`src/rtl/stream_demux_1ton_pkg.sv`:
```
`default_nettype none
// ============================================================================
// Module   : stream_demux_1ton_pkg
// Brief    : Shared routing-mode constants and width helper for the 1-to-N
//            stream demultiplexer.
// Revision : 1.0  initial release
// ============================================================================
package stream_demux_1ton_pkg;

    // Routing modes selectable through the MODE parameter
    localparam int c_mode_addr = 0;
    localparam int c_mode_rr   = 1;

    // Ceiling log2, usable in constant expressions for parameter checks
    function automatic int f_clog2(input int value);
        int r;
        r = 0;
        for (int i = 0; i < 31; i++) begin
            if ((1 << i) < value) begin
                r = i + 1;
            end
        end
        return r;
    endfunction

endpackage
`default_nettype wire

```
`src/rtl/stream_demux_1ton_slot.sv`:
```
`default_nettype none
// ============================================================================
// Module   : stream_demux_1ton_slot
// Brief    : One-entry holding register for a single demux output channel.
//            A load in the same cycle as a drain refills without a bubble.
// Revision : 1.0  initial release
// ============================================================================
module stream_demux_1ton_slot
    import stream_demux_1ton_pkg::*;
#(
    parameter int W = 8
) (
    input  logic         clk,
    input  logic         rst,
    input  logic         load,
    input  logic [W-1:0] load_data,
    output logic         out_valid,
    input  logic         out_ready,
    output logic [W-1:0] out_data
);

    logic         r_valid;
    logic [W-1:0] r_data;

    // Load has priority over drain; data only changes on a load
    always_ff @(posedge clk) begin
        if (rst) begin
            r_valid <= 1'b0;
            r_data  <= '0;
        end else if (load) begin
            r_valid <= 1'b1;
            r_data  <= load_data;
        end else if (out_ready) begin
            r_valid <= 1'b0;
        end
    end

    assign out_valid = r_valid;
    assign out_data  = r_data;

endmodule
`default_nettype wire

```
`src/rtl/stream_demux_1ton.sv`:
```
`default_nettype none
// ============================================================================
// Module   : stream_demux_1ton
// Brief    : Registered 1-to-N stream demultiplexer with addressed or
//            round-robin routing and independent per-channel stalling.
// Revision : 1.0  initial release
// ============================================================================
module stream_demux_1ton
    import stream_demux_1ton_pkg::*;
#(
    parameter int W    = 8,
    parameter int N    = 4,
    parameter int SW   = 2,
    parameter int MODE = c_mode_addr
) (
    input  logic           clk,
    input  logic           rst,
    input  logic           in_valid,
    output logic           in_ready,
    input  logic [W-1:0]   in_data,
    input  logic [SW-1:0]  in_sel,
    output logic [N-1:0]   out_valid,
    input  logic [N-1:0]   out_ready,
    output logic [N*W-1:0] out_data,
    output logic           err,
    output logic [SW-1:0]  rr_ptr
);

    // Channel count in a width that can hold N itself, for the unsigned range test
    localparam logic [SW:0]   c_n    = (SW + 1)'(N);
    localparam logic [SW-1:0] c_last = SW'(N - 1);

    generate
        if (SW < f_clog2(N) || N < 2 || N > 16 || W < 1 ||
            (MODE != c_mode_addr && MODE != c_mode_rr)) begin : g_param_check
            $error("stream_demux_1ton: illegal parameter combination");
        end
    endgenerate

    logic [SW-1:0] r_rr_ptr;
    logic          r_err;
    logic [SW-1:0] w_dest;
    logic          w_legal;
    logic          w_accept;
    logic [N-1:0]  w_hit;
    logic [N-1:0]  w_room;
    logic [N-1:0]  w_valid;

    assign w_dest   = (MODE == c_mode_rr) ? r_rr_ptr : in_sel;
    assign w_legal  = {1'b0, w_dest} < c_n;
    // Illegal beats are always swallowed; legal ones wait for room in their slot
    assign in_ready = ~w_legal | (|(w_hit & w_room));
    assign w_accept = in_valid & in_ready;

    generate
        for (genvar i = 0; i < N; i++) begin : g_slot
            assign w_hit[i]  = w_legal & (w_dest == SW'(i));
            assign w_room[i] = ~w_valid[i] | out_ready[i];

            stream_demux_1ton_slot #(
                .W (W)
            ) u_slot (
                .clk       (clk),
                .rst       (rst),
                .load      (w_accept & w_hit[i]),
                .load_data (in_data),
                .out_valid (w_valid[i]),
                .out_ready (out_ready[i]),
                .out_data  (out_data[i*W +: W])
            );
        end
    endgenerate

    // Flag a dropped beat one cycle after it was consumed
    always_ff @(posedge clk) begin
        if (rst) begin
            r_err <= 1'b0;
        end else begin
            r_err <= in_valid & ~w_legal;
        end
    end

    // Round-robin pointer steps only on accepted beats and wraps at N-1
    always_ff @(posedge clk) begin
        if (rst) begin
            r_rr_ptr <= '0;
        end else if ((MODE == c_mode_rr) && w_accept) begin
            r_rr_ptr <= (r_rr_ptr == c_last) ? '0 : r_rr_ptr + SW'(1);
        end
    end

    assign out_valid = w_valid;
    assign err       = r_err;
    assign rr_ptr    = r_rr_ptr;

endmodule
`default_nettype wire
```
`config.mk`:
```
export PLATFORM = sky130hd
export DESIGN_NAME = stream_demux_1ton
export DESIGN_NICKNAME = d
export VERILOG_FILES = /design/src/rtl/stream_demux_1ton_pkg.sv /design/src/rtl/stream_demux_1ton_slot.sv /design/src/rtl/stream_demux_1ton.sv
export SDC_FILE = /design/constraint.sdc
export NUM_CORES = 1
export LEC_CHECK = 0
export CORE_MARGIN = 5
export CORE_UTILIZATION = 40
export CTS_CLUSTER_SIZE = 40
export DETAILED_ROUTE_END_ITERATION = 6
export GPL_TIMING_DRIVEN = 0
export PLACE_DENSITY = 0.74
export RECOVER_POWER = 25
export SLEW_MARGIN = 20
export SYNTH_ARGS = -nofsm -noshare
export SYNTH_HDL_FRONTEND = slang
export SYNTH_SLANG_ARGS = --single-unit
```
`constraint.sdc`:
```
create_clock -name clk -period 1.35 [get_ports clk]
set_input_delay 0.135 -clock clk [delete_from_list [all_inputs] [get_ports clk]]
set_output_delay 0.135 -clock clk [all_outputs]
set_load 0.05 [all_outputs]
```
# Word level (Yosys, flattened, before mapping)
# Index checks and enable logic that the tools add are counted.
word_totals:
  ff_bits: 36
  input_bits: 17
  out_inout_bits: 40
  word_cells: 39
classes:
  eq_ne: 3
  n_mux: 8
  bitwise: 14
  n_reduce_logical: 6
op_table:
  columns: ["operator", "n"]
  rows:
  - ["$mux W1", 8]
  - ["$reduce_bool A2 Y1", 4]
  - ["$and A1 B1 Y1", 5]
  - ["$and A4 B4 Y4", 1]
  - ["$eq A2 B2 Y1 const B", 2]
  - ["$not A1 Y1", 4]
  - ["$or A1 B1 Y1", 4]
  - ["$reduce_or A4 Y1", 1]
  - ["$eq A2 B1 Y1 const B", 1]
  - ["$logic_not A2 Y1", 1]

# Depth between registers and ports, before layout
logic_depth:
  word_depth: 7
  depth_mapped: 4
  mapped_depth_nobuf: 3

# By module
# A second synthesis with hierarchy kept.
hier_totals:
  cells_unflattened: 133
  area_unflattened_um2: 1413.9
by_module_without_submodules:
  columns: ["mod", "instances", "cells_each", "area_per_inst_um2", "seq_area_each_um2"]
  rows:
  - ["stream_demux_1ton_slot", 4, 30, 321.6, 180.2]
  - ["stream_demux_1ton", 1, 13, 127.6, 0.0]

# Worst setup path after synthesis
# Ideal clock, no wire load.
synth_path:
  path_kind: "register to output"
  start: "register g_slot[0].u_slot.r_valid"
  end: "output in_ready"
  t_arrival_ns: 1.136
  t_required_ns: 1.215
  path_slack_ns: 0.079
  path_stages_with_launch: 3
  n_path_buf: 0
  cell_sequence: "dfxtp_1 nand2b_1 mux4_1"
synth_via:
  elab_chain_cells: 4
synth_lines:
  columns: ["element", "line", "rtl"]
  rows:
  - ["from (decl)", "stream_demux_1ton_slot.sv:22", "logic r_valid;"]
  - ["from (signal assigned)", "stream_demux_1ton_slot.sv:28", "r_valid <= 1'b0;"]
  - ["from (signal assigned)", "stream_demux_1ton_slot.sv:31", "r_valid <= 1'b1;"]
  - ["from (signal assigned)", "stream_demux_1ton_slot.sv:34", "r_valid <= 1'b0;"]
  - ["$not A1 Y1", "stream_demux_1ton.sv:58", "assign w_room[i] = ~w_valid[i] | out_ready[i];"]
  - ["$or A1 B1 Y1", "stream_demux_1ton.sv:58", null]
  - ["$and A4 B4 Y4", "stream_demux_1ton.sv:52", "assign in_ready = ~w_legal | (|(w_hit & w_room));"]
  - ["$reduce_or A4 Y1", "stream_demux_1ton.sv:52", null]
  - ["to (decl)", "stream_demux_1ton.sv:19", "output logic in_ready,"]
# No other way between the ends.

# Worst setup path after layout
layout_path:
  start: "input out_ready[3]"
  end: "output in_ready"
layout_via:
  elab_chain_cells: 3
layout_lines:
  columns: ["element", "line", "rtl"]
  rows:
  - ["from (decl)", "stream_demux_1ton.sv:23", "input logic [N-1:0] out_ready,"]
  - ["$or A1 B1 Y1", "stream_demux_1ton.sv:58", null]
  - ["$and A4 B4 Y4", "stream_demux_1ton.sv:52", null]
  - ["$reduce_or A4 Y1", "stream_demux_1ton.sv:52", null]
# No other way between the ends.

==> results.tsv <==
metric	value	unit
Seq/Total Area, Yosys	47.5	%
placed cell area	0.00210	mm²
DP Cell Count	244	
CTS tree	built	
initial antenna violation count	0	
Worst slew margin	63.6	%
Initial Util	41.4	%
Clock Path Buffers	2	
Worst EP arrival	1.38	ns
DR vias/cell	4.73	
Setup WS post-layout	-0.164	ns
first-pass GRT wire length	5930	µm
Routed WL	3700	µm
clk_lat worst skew	0.28	ns
largest area contributor in the netlist	dfxtp_1	
critical path cell sequence	clkdlybuf4s50_1 -> nand2b_1 -> mux4_2 -> buf_8	
DR pass1 iterations	4	
number of synthesized register bits	36	
Worst-Margin Slew	0.545	ns
# hold bufs at CTS	0	
full die area	0.00512	mm²
boundary pin count	57	
CP Class	input port to output pin	
Netlist Area Pre-Place	0.00152	mm²
clock skew	0.00325	ns
Die Wd	71.6	µm
Setup-failing EPs final	1	
Max Cap Viol	0	
post-DR wirelength/cell	14.6	µm
Startpoint Class	input port	
Req. time, crit path	1.22	ns
post-synthesis cell type count	19	
RD Place Congestion	0.760	
Crit-path slowest cell	mux4_2	
# rows	22	
Pleak	1.10	nW
Finished Cell Area	0.00218	mm²
total CTS buffers	5	
Syn Area/Cell	10.7	µm²
achievable clock frequency	661	MHz
non-filler cells, final	253	
vias in the first global route	1266	
grt total ovfl	0	
failing checks	negative setup slack	
Critical Path Fanout Max	3	
Tot GR Track Use	14.9	%
Syn Inst Count	142	
DRT iter0 DRCs	49	
Worst setup EP type	output pin	
worst hold path type	input port to flop	
Tcrit/Tclk final	112	%
layout cells sized above 1	16.1	%
top-area cell type share of the netlist area	47.5	%
CP bufs+invs	2	
nets@finish	222	
DRC violations left	0	
Top Family by Delay on Critical Path	buffers and inverters	
post-route ant nets	0	
I/O Buffers	52	
clock sinks	36	
Clock Pin Slew Worst Setup and Hold Paths	0.06	ns
Ys Warns	0	
core area	0.00366	mm²
Final min period	1.51	ns
final hold violations	0	
Area Overhead vs Synth	44.0	%
Die Y	71.6	µm
hold path cells	3	
Reg2Reg Depth	4	
Crit path depth	4	
largest net degree at the start of global routing	11	
final core utilization	59.6	%
RSZ-0062 raised after global routing	yes	
Synth area leaders	dfxtp_1, mux2i_1, nand2b_1	
Cell Pwr Density	1020	mW/mm²
CP max stage delay	0.50	ns
number of diodes	0	
fin. max-slew vios	0	
Max VDD drop	685	µV
H-tree Lvls	2	
Clock Tree Root	clkbuf_8	
total number of vias	1196	
run status	complete, but fails checks	
Detailed Place HPWL	2790	µm
-- metrics by stage --
step | setup slack [ns] | power (W) | hold slack [ns] | setup TNS, ns
after floorplan | 0.0793 | 0.00142 | 0.329 | 0
after global placement | -0.761 | 0.00157 | 0.463 | -5.04
after detailed placement | -0.766 | 0.00158 | 0.471 | -6.60
after CTS | -0.171 | 0.00225 | 0.279 | -0.171
after global routing | -0.194 | 0.00233 | 0.250 | -0.238
final | -0.164 | 0.00224 | 0.220 | -0.164
-- logic make-up after synthesis --
group / share of synthesized area (%)
flip-flops: 47.5
multiplexers: 22.9
other: 0.247
buffers and inverters: 5.69
AO/OA/AOI/OAI: 1.32
AND/OR/NAND/NOR: 22.4
-- per-layer routing --
layer | GRT usage [%] | vias up | routed length (µm)
met3 | 4.63 | 3 | 255
met1 | 18.1 | 562 | 1620
met5 | 0 | - | 0
met2 | 24.4 | 46 | 1770
met4 | 6.26 | 0 | 43
li1 | - | 585 | -
-- state kept, by name, summed over array words and instances (netlist names) --
register,count
g_slot.u_slot.out_valid,4
g_slot.u_slot.out_data,32
-- final timing paths --
path | startpoint | to | slack, ns
worst min-delay path | out_ready[1] | g_slot[1].u_slot.out_valid | 0.22
worst min register to register | g_slot[1].u_slot.out_data[5] | g_slot[1].u_slot.out_data[5] | 0.48
worst max register to register | g_slot[1].u_slot.out_valid | g_slot[1].u_slot.out_data[6] | 0.08
worst max-delay path | out_ready[3] | in_ready | -0.16
-- cell usage in the layout (no fill, tap or decap) --
cell             netlist  layout
a21oi_1                4       4
nor3b_1                1       1
nor2b_1                1       1
nand2b_1              44      41
buf_4                  7       9
clkdlybuf4s15_2        0       1
nand2_1                1       2
dlymetal6s2s_1         0       1
dlygate4sd3_1          0       1
buf_2                  2       2
conb_1                 1       3
nor3_4                 0       1
and4_1                 1       1
dlygate4sd2_1          0      29
dfxtp_1               36      32
mux2i_1               32      32
clkbuf_2               1       5
clkinv_2               0       1
dfxtp_2                0       4
nand4b_1               1       1
clkbuf_1               5       5
buf_8                  0       1
nand2b_4               0       3
or3_1                  1       1
clkdlybuf4s15_1        0       4
clkdlybuf4s50_1        0      12
nand4_1                1       1
mux4_2                 0       1
clkbuf_8               0       5
-- power breakdown --
part	internal [W]	switching [W]
Sequential	0.00110	0.0000228
Clock	0.000350	0.000351
Combinational	0.000155	0.000256
-- timing repair --
item / in CTS / in global routing
endpoints found under the setup margin: 37 / 18
buffers inserted: 0 / 2
resized for setup: 50 / 19
endpoints found under the hold margin: 0 / 0
-- cell usage after synthesis --
| library cell | number |
|---|---|
| mux2i_1 | 32 |
| dfxtp_1 | 36 |
| or3_1 | 1 |
| nand2b_1 | 44 |
| buf_2 | 2 |
| conb_1 | 1 |
| a21oi_1 | 4 |
| nand4b_1 | 1 |
| nand2_2 | 1 |
| clkbuf_2 | 1 |
| clkbuf_1 | 5 |
| nor3b_1 | 1 |
| nand2_1 | 1 |
| buf_4 | 7 |
| and4_1 | 1 |
| nor3_2 | 1 |
| nand4_1 | 1 |
| mux4_1 | 1 |
| nor2b_1 | 1 |
-- cell type report --
| class | count | area [µm²] |
|---|---|---|
| Timing Repair Buffer | 54 | 493 |
| Buffer | 15 | 87.6 |
| Clock buffer | 6 | 72.6 |
| Sequential cell | 36 | 726 |
| Clock inverter | 1 | 5.00 |
| Tap cell | 48 | 60.1 |
| Fill cell | 346 | 1480 |
| Multi-Input combinational cell | 93 | 739 |
-- tightest hold or removal path: stages --
cell and delay, ns:
dlymetal6s2s_1 0.12, nand2b_4 0.14, a21oi_1 0.05
Power figures use the tool's default switching activity.
